## src/rtl/vga_pic_ctrl_pkg.sv

```systemverilog
// Shared constants for the VGA picture controller: 640x480@60 timing,
// screen regions, background colour and game/cell state codes.
package vga_pic_ctrl_pkg;

  localparam logic [9:0] H_SYNC   = 10'd96;
  localparam logic [9:0] H_BACK   = 10'd48;
  localparam logic [9:0] H_ACTIVE = 10'd640;
  localparam logic [9:0] H_FRONT  = 10'd16;
  localparam logic [9:0] H_TOTAL  = H_SYNC + H_BACK + H_ACTIVE + H_FRONT;

  localparam logic [9:0] V_SYNC   = 10'd2;
  localparam logic [9:0] V_BACK   = 10'd33;
  localparam logic [9:0] V_ACTIVE = 10'd480;
  localparam logic [9:0] V_FRONT  = 10'd10;
  localparam logic [9:0] V_TOTAL  = V_SYNC + V_BACK + V_ACTIVE + V_FRONT;

  localparam logic [9:0] H_ACT_START = H_SYNC + H_BACK;
  localparam logic [9:0] H_ACT_END   = H_ACT_START + H_ACTIVE - 10'd1;
  localparam logic [9:0] V_ACT_START = V_SYNC + V_BACK;
  localparam logic [9:0] V_ACT_END   = V_ACT_START + V_ACTIVE - 10'd1;

  localparam logic [11:0] PIC_X0    = 12'd256;
  localparam logic [11:0] PIC_Y0    = 12'd176;
  localparam logic [11:0] PIC_SIZE  = 12'd128;
  localparam logic [11:0] GRID_X0   = 12'd192;
  localparam logic [11:0] GRID_Y0   = 12'd112;
  localparam logic [11:0] GRID_SIZE = 12'd256;
  localparam int          CELL_SHIFT = 5;

  localparam logic [15:0] BG_COLOR = 16'h0000;

  typedef enum logic [1:0] {
    GS_START   = 2'd0,
    GS_PLAYING = 2'd1,
    GS_VICTORY = 2'd2,
    GS_FAIL    = 2'd3
  } game_state_e;

  localparam logic [3:0] CELL_MINE = 4'd9;
  localparam logic [3:0] CELL_FLAG = 4'd10;

  // Square region test; origin + size never exceeds 12 bits for our regions.
  function automatic logic in_box(input logic [11:0] x, input logic [11:0] y,
                                  input logic [11:0] x0, input logic [11:0] y0,
                                  input logic [11:0] size);
    return (x >= x0) && (x < x0 + size) && (y >= y0) && (y < y0 + size);
  endfunction

endpackage

```

## src/rtl/vga_timing.sv

```systemverilog
// Horizontal/vertical counters plus the raw (stage-0) sync and active flags
// for 640x480@60.
module vga_timing
  import vga_pic_ctrl_pkg::*;
(
  input  logic       vga_clk,
  input  logic       sys_rst_n,
  output logic [9:0] h_cnt,
  output logic [9:0] v_cnt,
  output logic       hsync_0,
  output logic       vsync_0,
  output logic       active_0
);

  always_ff @(posedge vga_clk or negedge sys_rst_n) begin
    if (!sys_rst_n) begin
      h_cnt <= '0;
      v_cnt <= '0;
    end else if (h_cnt == H_TOTAL - 10'd1) begin
      h_cnt <= '0;
      v_cnt <= (v_cnt == V_TOTAL - 10'd1) ? '0 : v_cnt + 10'd1;
    end else begin
      h_cnt <= h_cnt + 10'd1;
    end
  end

  assign hsync_0  = (h_cnt >= H_SYNC);
  assign vsync_0  = (v_cnt >= V_SYNC);
  assign active_0 = (h_cnt >= H_ACT_START) && (h_cnt <= H_ACT_END) &&
                    (v_cnt >= V_ACT_START) && (v_cnt <= V_ACT_END);

endmodule

```

## src/rtl/vga_pic_ctrl.sv

```systemverilog
// Minesweeper VGA front end: maps the scan position to picture/grid regions,
// selects ROM data by game and cell state, and aligns rgb with the syncs.
module vga_pic_ctrl
  import vga_pic_ctrl_pkg::*;
(
  input  logic        vga_clk,
  input  logic        sys_rst_n,
  input  logic [1:0]  game_state,
  input  logic [3:0]  cell_state,
  input  logic [15:0] start_pic_data,
  input  logic [15:0] victory_pic_data,
  input  logic [15:0] fail_pic_data,
  input  logic [15:0] zero_cell_data,
  input  logic [15:0] one_cell_data,
  input  logic [15:0] two_cell_data,
  input  logic [15:0] three_cell_data,
  input  logic [15:0] four_cell_data,
  input  logic [15:0] five_cell_data,
  input  logic [15:0] six_cell_data,
  input  logic [15:0] seven_cell_data,
  input  logic [15:0] eight_cell_data,
  input  logic [15:0] mine_cell_data,
  input  logic [15:0] flag_cell_data,
  input  logic [15:0] unshown_cell_data,
  output logic [11:0] addr_h,
  output logic [11:0] addr_v,
  output logic [2:0]  curr_cell_x,
  output logic [2:0]  curr_cell_y,
  output logic        hsync,
  output logic        vsync,
  output logic [15:0] rgb
);

  logic [9:0]  h_cnt;
  logic [9:0]  v_cnt;
  logic        hsync_0;
  logic        vsync_0;
  logic        active_0;
  logic        in_pic_0;
  logic        in_grid_0;
  logic [11:0] grid_dx;
  logic [11:0] grid_dy;

  logic        active_1;
  logic        hsync_1;
  logic        vsync_1;
  logic        in_pic_1;
  logic        in_grid_1;
  game_state_e game_1;
  logic [3:0]  cell_1;
  logic [15:0] pix_next;

  vga_timing u_timing (
    .vga_clk  (vga_clk),
    .sys_rst_n(sys_rst_n),
    .h_cnt    (h_cnt),
    .v_cnt    (v_cnt),
    .hsync_0  (hsync_0),
    .vsync_0  (vsync_0),
    .active_0 (active_0)
  );

  always_comb begin
    addr_h = '0;
    addr_v = '0;
    if (active_0) begin
      addr_h = {2'b00, h_cnt - H_ACT_START};
      addr_v = {2'b00, v_cnt - V_ACT_START};
    end
  end

  // Blanking forces the address to 0, which lies outside both regions.
  assign in_pic_0  = in_box(addr_h, addr_v, PIC_X0, PIC_Y0, PIC_SIZE);
  assign in_grid_0 = in_box(addr_h, addr_v, GRID_X0, GRID_Y0, GRID_SIZE);
  assign grid_dx   = addr_h - GRID_X0;
  assign grid_dy   = addr_v - GRID_Y0;
  assign curr_cell_x = in_grid_0 ? 3'(grid_dx >> CELL_SHIFT) : '0;
  assign curr_cell_y = in_grid_0 ? 3'(grid_dy >> CELL_SHIFT) : '0;

  // Stage 1 lines the region flags and states up with the ROM words,
  // which arrive one cycle after the address.
  always_ff @(posedge vga_clk or negedge sys_rst_n) begin
    if (!sys_rst_n) begin
      active_1  <= 1'b0;
      hsync_1   <= 1'b1;
      vsync_1   <= 1'b1;
      in_pic_1  <= 1'b0;
      in_grid_1 <= 1'b0;
      game_1    <= GS_START;
      cell_1    <= '0;
    end else begin
      active_1  <= active_0;
      hsync_1   <= hsync_0;
      vsync_1   <= vsync_0;
      in_pic_1  <= in_pic_0;
      in_grid_1 <= in_grid_0;
      game_1    <= game_state_e'(game_state);
      cell_1    <= cell_state;
    end
  end

  always_comb begin
    pix_next = '0;
    if (active_1) begin
      unique case (game_1)
        GS_START:   pix_next = in_pic_1 ? start_pic_data   : BG_COLOR;
        GS_VICTORY: pix_next = in_pic_1 ? victory_pic_data : BG_COLOR;
        GS_FAIL:    pix_next = in_pic_1 ? fail_pic_data    : BG_COLOR;
        GS_PLAYING: begin
          pix_next = BG_COLOR;
          if (in_grid_1) begin
            case (cell_1)
              4'd0:      pix_next = zero_cell_data;
              4'd1:      pix_next = one_cell_data;
              4'd2:      pix_next = two_cell_data;
              4'd3:      pix_next = three_cell_data;
              4'd4:      pix_next = four_cell_data;
              4'd5:      pix_next = five_cell_data;
              4'd6:      pix_next = six_cell_data;
              4'd7:      pix_next = seven_cell_data;
              4'd8:      pix_next = eight_cell_data;
              CELL_MINE: pix_next = mine_cell_data;
              CELL_FLAG: pix_next = flag_cell_data;
              default:   pix_next = unshown_cell_data;
            endcase
          end
        end
        default: pix_next = BG_COLOR;
      endcase
    end
  end

  always_ff @(posedge vga_clk or negedge sys_rst_n) begin
    if (!sys_rst_n) begin
      hsync <= 1'b1;
      vsync <= 1'b1;
      rgb   <= '0;
    end else begin
      hsync <= hsync_1;
      vsync <= vsync_1;
      rgb   <= pix_next;
    end
  end

endmodule
```

## config.mk

```make
export PLATFORM = sky130hd
export DESIGN_NAME = vga_pic_ctrl
export DESIGN_NICKNAME = d
export VERILOG_FILES = /design/src/rtl/vga_pic_ctrl_pkg.sv /design/src/rtl/vga_timing.sv /design/src/rtl/vga_pic_ctrl.sv
export SDC_FILE = /design/constraint.sdc
export NUM_CORES = 1
export LEC_CHECK = 0
export BUFFER_PORTS_ARGS = -buffer_cell sky130_fd_sc_hd__buf_2
export CAP_MARGIN = 20
export CORE_ASPECT_RATIO = 1.1
export CORE_MARGIN = 10
export CORE_UTILIZATION = 48
export CTS_CLUSTER_DIAMETER = 40
export DETAILED_ROUTE_END_ITERATION = 6
export PLACE_DENSITY_LB_ADDON = 0.12
export SLEW_MARGIN = 20
export SYNTH_ARGS = -nofsm -noshare
export SYNTH_HDL_FRONTEND = slang
export SYNTH_HIERARCHICAL = 1
export SYNTH_SLANG_ARGS = --single-unit
```

## constraint.sdc

```tcl
create_clock -name vga_clk -period 8.3 [get_ports vga_clk]
set_clock_uncertainty 0.05 [all_clocks]
set_input_delay 1.245 -clock vga_clk [delete_from_list [all_inputs] [get_ports vga_clk]]
set_output_delay 1.245 -clock vga_clk [all_outputs]
set_load 0.02 [all_outputs]
```

==> results.md, run 1 <==
- Status: complete, no violations
- Commonest non-fill, non-tap cell in the layout: buf_2
- Syn Area/Cell: between 7 and 8 sq um
- F_max: between 0.15 and 0.2 GHz
- Routed length on met3: ~2200 um
- Worst Setup End Kind: output pin
- Pleak: 3.16 nW
- Mean routed wirelength per cell: 23.4 um
- Initial drt markers: between 600 and 700
- Largest net degree at the start of global routing: just under 80
- Syn Inst Count: between 600 and 700
- Die ar.: roughly 15000 sq um
- Gates resized, CTS repair: 0
- Period utilisation layout: 64.3%
- Vias per cell: 6.19
- CP max FO: 24
- Routability cong.: 0.938
- Initial antenna violation count: 22
- Tightest Pin Transition: approximately 1.1 ns
- CP required: approximately 7.0 ns
- GRT overflow: 0
- Detailed Routing Iterations Pass 1: 6
- Total track usage: between 20% and 30%
- TritonCTS clock tree: yes
- Drc violations: 0
- Top routing layer in use: met5
- P&R area growth vs syn: 31.4%
- Top_reg_cell synth: dfrtp_1
- Hold/Removal Path Class: reg2reg
- FF-to-FF Start: u_timing/v_cnt[6]$_DFFE_PN0N_
- Metal-1 WL: roughly 8400 um
- PwrDens: 93.6 nW/um^2
- Max Buffers Root-to-Sink: 2
- FF-to-FF path depth: 12
- Hold path depth: 0
- CTS sink cnt: 49
- WHS: 0.310 ns
- Min Tclk post-route: approximately 5.3 ns
- I/O pin count: around 300
- ANT nets after route: 0
- R2R Setup Slk: 4.57 ns
- Synth cell types: 73
- RR Endpoint: in_grid_1$_DFF_PN0_
- Final wirelength: 23600 um
- Core Area: about 9900 sq um
- Setup TNS: 0 ns
- Post-Syn Area: around 4900 sq um
- Initial Utilization: between 40% and 50%
- Critical path class: reg2out
- Hold Buf Count CTS: 0
- Max-slew headroom: about a quarter
- Seq/Total Area, Yosys: approximately a quarter
- Final nets: approximately 1100
- Die width: roughly 120 um
- Die H: about 130 um
- Post-synth EDFFs: 0
- Worst hold path startpoint: hsync_1$_DFF_PN1_
- Worst path arrival time: a little over 4 ns
- Clk root buf: clkbuf_8
- Final Hold Fails: 0
- FFs w/ async S/R, synth: between 90% and 100%
- HPWL after DPL: about 19000 um
- CP Launch Type: flop
- RSZ-0062 raised after global routing: false
- Layout cells sized above 1: about two fifths
- Slew Limit Fails: 0
- First-pass GRT wire length: 34600 um
- Clock transition at the registers of the reported paths: ~0.090 ns
- CTS Buf Count: 5
- H-tree lvl count: 2
- # fillers: 883
- Post-CTS setup buffers: 0
- Yosys warns: 6
- Latest clock arrival within the worst-skew pair: a little over 0.3 ns
- Commonest non-fill, non-tap cells in the layout: buf_2 (291), nand2_1 (50), a21oi_1 (47)
- Hold worst-path end: hsync$_DFF_PN1_
- WL met2: about 12000 um
- PortBufs: 291
- Site Rows: 38
- Flops & latches, synth: 49
- Max cap viols: 0
- Via count of the first global-routing pass: 6093
- Worst vdd ir: a little over 0.09 mV
- Setup-failing EPs final: 0
- Vias after detailed routing: about 6200
## registers in the layout (all words and copies together), names as in the netlist
| register | cells |
|---|---|
| active_1 | 1 |
| cell_1 | 4 |
| game_1 | 2 |
| hsync | 1 |
| hsync_1 | 1 |
| in_grid_1 | 1 |
| in_pic_1 | 1 |
| rgb | 16 |
| u_timing/h_cnt | 10 |
| u_timing/v_cnt | 10 |
| vsync | 1 |
| vsync_1 | 1 |
## critical path, stage by stage (launching register included)
cell	delay, ns
dfrtp_1	0.60
nor3_1	0.44
nand3_1	0.15
o21ai_0	0.18
o211a_1	0.54
a21boi_0	0.35
ha_1	0.36
inv_1	0.12
o21ai_0	0.20
a22oi_2	0.08
o21ai_2	0.10
xor2_2	0.33
a211oi_2	0.09
buf_2	0.20
## synth_stat cells, types with 3 or more instances
library cell	count	share of area, %
xor2_1	9	1.6
nor3_1	14	1.4
a211oi_1	5	0.77
nand3_1	28	2.9
a22oi_1	36	5.5
o21ai_0	47	4.8
mux2i_1	16	3.3
inv_1	19	1.5
nand2_1	50	3.8
a21oi_1	47	4.8
buf_1	7	0.54
nor2b_1	11	1.4
or4_1	4	0.61
xnor2_1	13	2.3
a22o_1	7	1.3
ha_1	9	2.3
a31oi_1	6	0.77
and4_1	4	0.71
mux2_2	19	4.4
and3_1	8	1.0
nand4_1	6	0.77
nand2b_1	3	0.38
o22ai_1	19	2.4
a221oi_1	8	1.4
nor3b_1	6	0.92
and2_1	17	2.2
a32o_1	3	0.61
dfstp_2	4	2.1
nand3b_1	6	0.92
clkbuf_1	30	2.3
o221ai_1	9	1.6
nor2_1	30	2.3
buf_2	10	1.0
buf_4	6	0.92
o211ai_1	8	1.2
dfrtp_1	45	23
and2b_1	3	0.46
a32oi_1	8	1.4
## per-layer routing
metal,GRT usage (%),vias up
met2,52.0,345
li1,-,2862
met3,9.21,69
met1,31.6,2957
met5,0,-
met4,13.7,10
## metrics by stage
step	total power, mW	std cells	setup WS [ns]	cell area (sq um)	util [%]
6_report	0.603	1009	2.97	6440	64.8
5_1_grt	0.625	1006	2.57	6440	64.8
4_1_cts	0.601	993	2.96	6400	64.4
3_5_place_dp	0.419	985	3.32	6290	63.3
3_3_place_gp	0.417	985	3.42	6280	63.2
2_1_floorplan	0.332	624	3.24	4910	-
## kinds of logic (layout without fill, tap and decap cells)
logic type                 after synthesis  in the layout  share of synthesized area (%)
xor gates and xnor gates                23             23                           4.26
AOI/OAI and AO/OA                      229            229                           31.5
and+or+nand+nor                        199            199                           21.8
buffers and inverters                   76            325                           7.32
other                                    1             20                         0.0765
muxes                                   35             35                           7.63
DFF                                     49             49                           25.1
adders and majority gates                9              9                           2.30
## power by group
part	internal, mW	leakage [nW]	total [mW]	switching, mW
clock	0.0985	0.0586	0.184	0.0857
sequential	0.240	0.640	0.244	0.00373
combinational	0.0820	2.46	0.175	0.0930
total	0.421	3.16	0.603	0.182
## cell type report
class | count | area [sq um] | share of cell area, %
Multi-Input combinational cell | 499 | 3330 | 51.6
Timing Repair Buffer | 297 | 1500 | 23.3
Clock inverter | 1 | 30.0 | 0.466
Tap cell | 120 | 150 | 2.33
Clock buffer | 7 | 86.3 | 1.34
Inverter | 20 | 75.1 | 1.17
Antenna cell | 16 | 40.0 | 0.621
Sequential cell | 49 | 1230 | 19.1
## worst max-delay path by stage
| stage | from | to | slack [ns] |
|---|---|---|---|
| 2_1_floorplan | u_timing/h_cnt[5]$_DFF_PN0_ | curr_cell_x[0] | 3.24 |
| 3_5_place_dp | u_timing/v_cnt[6]$_DFFE_PN0N_ | curr_cell_y[2] | 3.32 |
| 3_3_place_gp | u_timing/v_cnt[6]$_DFFE_PN0N_ | curr_cell_y[2] | 3.42 |
| 4_1_cts | u_timing/v_cnt[6]$_DFFE_PN0N_ | curr_cell_y[2] | 2.96 |
| 5_1_grt | u_timing/v_cnt[6]$_DFFE_PN0N_ | curr_cell_y[2] | 2.57 |
| 6_report | u_timing/v_cnt[6]$_DFFE_PN0N_ | curr_cell_y[2] | 2.97 |
Note: power is estimated with default switching activity, not from simulation.
==> run 2, diff against run 1 <==
--- a/config.mk
+++ b/config.mk
@@ -5,11 +5,12 @@
 export SDC_FILE = /design/constraint.sdc
 export NUM_CORES = 1
 export LEC_CHECK = 0
+export ABC_AREA = 1
 export BUFFER_PORTS_ARGS = -buffer_cell sky130_fd_sc_hd__buf_2
 export CAP_MARGIN = 20
 export CORE_ASPECT_RATIO = 1.1
 export CORE_MARGIN = 10
-export CORE_UTILIZATION = 48
+export CORE_UTILIZATION = 45
 export CTS_CLUSTER_DIAMETER = 40
 export DETAILED_ROUTE_END_ITERATION = 6
 export PLACE_DENSITY_LB_ADDON = 0.12
==> constraint.sdc (replaced) <==
create_clock -name vga_clk -period 5 [get_ports vga_clk]
set_clock_uncertainty 0.05 [all_clocks]
set_input_delay 0.75 -clock vga_clk [delete_from_list [all_inputs] [get_ports vga_clk]]
set_output_delay 0.75 -clock vga_clk [all_outputs]
set_load 0.02 [all_outputs]
==> run 2 against run 1 <==
  * Sequential power grew 67%
  * Largest power group unchanged
  * Critical path depth grew 2
  * Wire length shrank 4.0%
  * Synthesized cell count rose by 35%
  * Via count is 8.4% higher
  * Worst setup slack worse by 2.1 ns
  * Global-route usage down 3.0 points
==> results.md, run 2 <==
- Synth Area in XOR/XNOR: 2.62% (-1.6 points)
- Commonest non-fill, non-tap cell in the layout: buf_2
- Min Tclk post-route: 4.12 ns
- Site Rows: 40 (+5.3%)
- Post-synth EDFFs: 0 (unchanged)
- First-pass GRT wire length: 33900 um (-2.0%)
- Hold worst-path end: hsync$_DFF_PN1_
- HPWL after DPL: 17900 um (-4.8%)
- FFs w/ async S/R, synth: 100% (unchanged)
- Syn Inst Count: 836 (+35%)
- Worst setup startpoint: u_timing/v_cnt[0]$_DFFE_PN0N_
- Commonest non-fill, non-tap cells in the layout: buf_2 (291), nand3_1 (249), nand2_1 (172)
- FF-to-FF path depth: 14 (+2)
- Initial drt markers: 775 (+26%)
- Period utilisation layout: between 80 and 90%
- Status: complete, no violations
- TritonCTS clock tree: yes
- Synth Area in Simple Gates: 49.9% (+28 points)
- Synth Area in Adders: 2.24% (-0.055 points)
- R2R Setup Slk: 2.03 ns (-2.54 ns)
- Top cells by area, synth: nand3_1 (25%), dfrtp_1 (22%), nand2_1 (13%), inv_1 (5.8%), nor2_1 (4.2%)
- Tightest Pin Transition: 1.03 ns (-0.0788 ns)
- Setup-failing EPs final: 0 (unchanged)
- Via count of the first global-routing pass: 6311 (+3.6%)
- Synth cell types: 31 (-58%)
- CP required: 4.20 ns (-2.81 ns)
- Vias after detailed routing: 6767 (+8.4%)
- Initial antenna violation count: 9 (-59%)
- Yosys warns: 6 (unchanged)
- Pleak: 3.72 nW (+18%)
- Post-CTS setup buffers: 0 (unchanged)
- Total track usage: 26.7% (-3.0 points)
- Area leader, netlist: nand3_1
- GRT overflow: 0 (unchanged)
- Flops & latches, synth: 49 (unchanged)
- Layout cells sized above 1: 30.6% (-8.6 points)
- Top_reg_cell synth: dfrtp_1
- Final Hold Fails: 0 (unchanged)
- Slew Limit Fails: 0 (unchanged)
- Commonest cells post-synth: nand3_1 (249), nand2_1 (172), inv_1 (78)
- FF-to-FF Start: u_timing/v_cnt[0]$_DFFE_PN0N_
- Compound-gate portion of the synthesized area: 8.37% (-23 points)
- Max-slew headroom: 31.4% (+5.4 points)
- Syn Area/Cell: 6.01 sq um (-24%)
- Max Buffers Root-to-Sink: 2 (unchanged)
- Worst hold path startpoint: hsync_1$_DFF_PN1_
- Max cap viols: 0 (unchanged)
- Final nets: 1341 (+19%)
- Worst Setup End Kind: output pin
- Routability cong.: 0.976 (+4.0%)
- Clock transition at the registers of the reported paths: 0.07 ns (-0.02 ns)
- Largest register FFs: 16 (unchanged)
- Biggest regs: rgb x16, u_timing/h_cnt x10, u_timing/v_cnt x10
- PortBufs: 291 (unchanged)
- RSZ-0062 raised after global routing: false
- PwrDens: 157 nW/um^2 (+67%)
- CTS Buf Count: 5 (unchanged)
- Top-count cell post-synth: nand3_1
- Final wirelength: 22700 um (-4.0%)
- H-tree lvl count: 2 (unchanged)
- Reg with most FFs: rgb
- Non-Filler Instances: 1241 (+23%)
- Die ar.: 15800 sq um (+7.7%)
- CP max FO: 10 (-58%)
- Worst vdd ir: 0.140 mV (+52%)
- Seq/Total Area, Yosys: 24.5% (-0.60 points)
- Largest family of logic cells by synthesized area: simple AND/OR/NAND/NOR gates
- Gates resized, CTS repair: 0 (unchanged)
- DP Cell Count: 1223 (+24%)
- Core Area: 10900 sq um (+9.8%)
- CP Launch Type: flop
- Top-area cell type share of the netlist area: 24.8% (+1.8 points)
- CTS sink cnt: 49 (unchanged)
- Post-Syn Area: 5020 sq um (+2.4%)
- Initial Utilization: 46.0% (-3.3 points)
- Die width: 121 um (+3.8%)
- Worst path arrival time: 3.32 ns (-0.72 ns)
- ANT nets after route: 0 (unchanged)
- Latest clock arrival within the worst-skew pair: 0.29 ns (-0.02 ns)
- P&R area growth vs syn: 32.9%
- Hold/Removal Path Class: reg2reg
- I/O pin count: 296 (unchanged)
- Detailed Routing Iterations Pass 1: 7 (+1)
- Critical path class: reg2out
- Setup TNS: 0 ns (unchanged)
- Largest net degree at the start of global routing: 65 (-17%)
- RR Endpoint: in_grid_1$_DFF_PN0_
- Clk root buf: clkbuf_16
- Hold path depth: 0 (unchanged)
- Drc violations: 0 (unchanged)
- Multiplexer share of the synthesized area: 0% (-7.6 points)
- Hold Buf Count CTS: 0 (unchanged)
- Final core utilization: 61.2% (-3.7 points)
- Die H: 131 um (+3.8%)
- F_max: 0.243 GHz
- Mean routed wirelength per cell: 18.3 um (-22%)
- # fillers: 1165 (+32%)
- Vias per cell: 5.45 (-12%)
[run 2: changes by cell type in the layout (fill, tap and decap cells not counted), sizes merged, moves of 12 or more]
cell,previous run,this run
nor2,31,62
nand2,50,173
o21ai,49,28
nand4,7,27
inv,19,84
o22ai,19,0
mux2i,16,0
and2,18,0
a22oi,37,0
nand3,28,249
mux2,19,0
xnor2,13,1
[run 2: metrics by stage]
stage / total power [mW] / setup WS, ns / instance area (sq um) / hold WS (ns)
after global placement: 0.652 / 1.30 / 6460 / 0.296
after detailed placement: 0.654 / 1.19 / 6460 / 0.299
after CTS: 1.05 / 0.860 / 6630 / 0.310
final: 1.05 / 0.882 / 6680 / 0.308
after floorplan: 0.521 / 1.41 / 5030 / 0.295
after global routing: 1.09 / 0.476 / 6670 / 0.314
[run 2: metal layers]
layer / up-vias / GRT usage (%) / share of wire, % / wire, um
li1: 3300 / - / - / -
met2: 322 / 49.0 / 51 / 11700
met4: 2 / 10.1 / 3.1 / 711
met3: 52 / 6.27 / 9.0 / 2040
met5: - / 0 / 0.057 / 13
met1: 3091 / 29.3 / 36 / 8290
[run 2: critical path, cell delays in order, from the launching register on]
cell and delay (ns):
dfrtp_1 0.51, ha_1 0.24, inv_1 0.07, nand3_1 0.08, o21ai_0 0.08, nand2_1 0.08
nand3_1 0.06, nor2_1 0.45, inv_1 0.27, a21oi_1 0.26, ha_1 0.20, xor2_1 0.07
nor2_1 0.10, nand3_1 0.23, nor2_1 0.15, buf_2 0.18
[run 2: power breakdown]
part           internal [mW]  switching (mW)  leakage [nW]
logic                  0.108           0.136          2.99
registers              0.399         0.00964         0.642
clock network          0.237           0.157        0.0842
[run 2: how the worst max path moves through the flow]
stage | end | cells past startpoint
2_1_floorplan | curr_cell_x[0] | 16
3_3_place_gp | curr_cell_y[1] | 15
3_5_place_dp | curr_cell_y[1] | 15
4_1_cts | curr_cell_y[1] | 15
5_1_grt | curr_cell_y[2] | 15
6_report | curr_cell_y[1] | 15
[run 2: final cells by class]
class,instances,area (sq um),area share [%]
inverters,84,317,4.74
repair buffers,300,1540,23.0
clock inverters,3,43.8,0.656
flip-flops and latches,49,1230,18.4
diodes,9,22.5,0.337
multi-input cells,644,3220,48.2
clock buffers,5,125,1.87
well taps,147,184,2.75
[run 2: cell families (layout without fill, tap and decap cells)]
| group | Yosys count | count (layout) |
|---|---|---|
| adder cells (fa/ha/maj) | 9 | 9 |
| AND/OR/NAND/NOR | 538 | 538 |
| buffers and inverters | 146 | 392 |
| flip-flops | 49 | 49 |
| XOR/XNOR | 15 | 15 |
| other | 1 | 13 |
| AO/OA/AOI/OAI | 78 | 78 |
==> run 3, diff against run 2 <==
--- a/config.mk
+++ b/config.mk
@@ -10,7 +10,7 @@
 export CAP_MARGIN = 20
 export CORE_ASPECT_RATIO = 1.1
 export CORE_MARGIN = 10
-export CORE_UTILIZATION = 45
+export CORE_UTILIZATION = 41
 export CTS_CLUSTER_DIAMETER = 40
 export DETAILED_ROUTE_END_ITERATION = 6
 export PLACE_DENSITY_LB_ADDON = 0.12
==> constraint.sdc (replaced) <==
create_clock -name vga_clk -period 3.4 [get_ports vga_clk]
set_clock_uncertainty 0.05 [all_clocks]
set_input_delay 0.51 -clock vga_clk [delete_from_list [all_inputs] [get_ports vga_clk]]
set_output_delay 0.51 -clock vga_clk [all_outputs]
set_load 0.02 [all_outputs]
==> run 3 against run 2 <==
  * Critical path depth is 1 higher
  * Worst setup slack worse by 0.75 ns
  * Clock-buffer cell count did not move
  * Die area grew 8.2%
  * Sequential share of layout area decreased by 0.54 points
  * First-iteration DRC count decreased by 9.4%
  * Utilization fell by 4.0 points
==> results.md, run 3 (synthesized netlist as in run 2, its figures left out) <==
- Worst vdd ir: 0.197 mV (+40%)
- Clk root buf: clkbuf_16
- Clock transition at the registers of the reported paths: 0.07 ns (about the same)
- Final Hold Fails: 0 (unchanged)
- H-tree lvl count: 2 (unchanged)
- I/O pin count: 296 (unchanged)
- Psw: 443 uW (+47%)
- Initial antenna violation count: 4 (-5)
- Vias per cell: 5.38 (-1.4%)
- Overall power: 1.54 mW (+47%)
- Switch share: 28.8% (-0.13 points)
- Commonest non-fill, non-tap cell in the layout: buf_2
- CTS sink cnt: 49 (unchanged)
- GRT overflow: 0 (unchanged)
- Vias after detailed routing: 6786 (+0.28%)
- Worst Setup End Kind: output pin
- Max-slew headroom: 32.5% (+1.1 points)
- CP max FO: 9 (-1)
- Internal power: 1.10 mW (+48%)
- Final core utilization: 57.2% (-4.0 points)
- HPWL after DPL: 18600 um (+3.5%)
- Setup TNS: 0 ns (unchanged)
- Biggest regs: rgb x16, u_timing/h_cnt x10, u_timing/v_cnt x10
- Latest clock arrival within the worst-skew pair: 0.29 ns (about the same)
- Initial Utilization: 41.7% (-4.3 points)
- Tightest Pin Transition: 1.01 ns (-0.0161 ns)
- Max Buffers Root-to-Sink: 2 (unchanged)
- Largest net degree at the start of global routing: 49 (-25%)
- CTS Buf Count: 5 (unchanged)
- P&R area growth vs syn: 36.9%
- Max cap viols: 0 (unchanged)
- Status: complete, no violations
- PortBufs: 291 (unchanged)
- Setup-failing EPs final: 0 (unchanged)
- Final wirelength: 23100 um (+1.9%)
- Clock power frac: 37.9% (+0.2 points)
- Mean routed wirelength per cell: 18.3 um (+0.19%)
- Die width: 126 um (+4.0%)
- Detailed Routing Iterations Pass 1: 5 (-2)
- F_max: 0.306 GHz
- Commonest non-fill, non-tap cells in the layout: buf_2 (285), nand3_1 (247), nand2_1 (170)
- Initial drt markers: 702 (-9.4%)
- Critical path class: reg2out
- Die ar.: 17100 sq um (+8.2%)
- Largest register FFs: 16 (unchanged)
- Period utilisation layout: around 96%
- Die H: 136 um (+4.0%)
- Total track usage: 25.2% (-1.6 points)
- ANT nets after route: 0 (unchanged)
- Slew Limit Fails: 0 (unchanged)
- Final nets: 1359 (+1.3%)
- Routability cong.: 0.928 (-4.9%)
- Sequential fraction of design power: 38.9% (about the same)
- Drc violations: 0 (unchanged)
- Fraction of power consumed by combinational cells: 23.2% (about the same)
- Layout cells sized above 1: 33.3% (+2.7 points)
- CP required: 2.84 ns (-1.36 ns)
- Hold/Removal Path Class: in2async
- Via count of the first global-routing pass: 6246 (-1.0%)
- Min Tclk post-route: ~3.3 ns
- CP Launch Type: flop
- Pleak: 3.81 nW (+2.4%)
- Core Area: 12000 sq um (+10%)
- TritonCTS clock tree: yes
- Worst path arrival time: 2.71 ns (-0.61 ns)
- Site Rows: 42 (+5.0%)
- Reg with most FFs: rgb
- PwrDens: 224 nW/um^2 (+43%)
- First-pass GRT wire length: 34800 um (+2.8%)
-- run 3: final timing paths --
path                                                from  slack (ns)                  end  depth (start not counted)
setup / recovery           u_timing/v_cnt[0]$_DFFE_PN0N_        0.13       curr_cell_x[0]                         16
hold / removal                                 sys_rst_n        0.16    rgb[12]$_DFF_PN0_                          1
setup reg to reg                     cell_1[0]$_DFF_PN0_        1.02    rgb[12]$_DFF_PN0_                          8
hold reg to reg                        hsync_1$_DFF_PN1_        0.31      hsync$_DFF_PN1_                          0
max in group asynchronous                      sys_rst_n        2.32    hsync_1$_DFF_PN1_                          2
min in group vga_clk                       cell_state[0]        0.27  cell_1[0]$_DFF_PN0_                          1
-- run 3: layout make-up --
class,instances,area (sq um)
Clock buffer,5,125
Clock inverter,3,50.0
Fill cell,1235,5160
Sequential cell,49,1230
Inverter,84,317
Antenna cell,5,12.5
Tap cell,154,193
Timing Repair Buffer,318,1680
Multi-Input combinational cell,644,3270
-- run 3: per-layer routing --
metal	share of wire, %	GRT usage, %
met1	38	30.1
met2	51	43.7
met3	8.5	6.04
met4	2.7	7.55
met5	0	0
-- run 3: through the flow --
stage / hold slack, ns / instances / setup WS, ns / cell area, sq um
2_1_floorplan: 0.164 / 839 / 0.0526 / 5030
4_1_cts: 0.178 / 1252 / 0.00628 / 6760
3_5_place_dp: 0.297 / 1244 / 0.175 / 6570
6_report: 0.164 / 1262 / 0.128 / 6880
5_1_grt: 0.210 / 1261 / -0.0876 / 6880
3_3_place_gp: 0.296 / 1244 / 0.294 / 6570
-- run 3: critical path: stages (launching register included) --
cell,delay (ns)
dfrtp_1,0.39
buf_4,0.17
nand2_1,0.10
nor3b_2,0.21
a21oi_1,0.11
nor2_2,0.19
buf_4,0.14
inv_1,0.05
buf_4,0.15
a21oi_2,0.15
nand3_2,0.11
nand2_2,0.08
inv_2,0.03
nand2_1,0.09
nand3_4,0.16
nor2_1,0.14
buf_4,0.15
-- run 3: power groups by stage --
stage | clock, mW | sequential, mW | combinational (mW)
6_report | 0.584 | 0.600 | 0.357
5_1_grt | 0.620 | 0.601 | 0.394
4_1_cts | 0.596 | 0.599 | 0.357
3_5_place_dp | 0 | 0.611 | 0.355
3_3_place_gp | 0 | 0.611 | 0.353
2_1_floorplan | 0 | 0.601 | 0.165
-- run 3: repair_timing --
| action | in CTS | in global routing |
|---|---|---|
| hold buffers | 0 | 0 |
| cloned | 0 | 0 |
| endpoints found under the setup margin | 6 | 6 |
| buffers inserted | 0 | 5 |
| gates resized for setup | 2 | 24 |
| pin swaps | 1 | 6 |
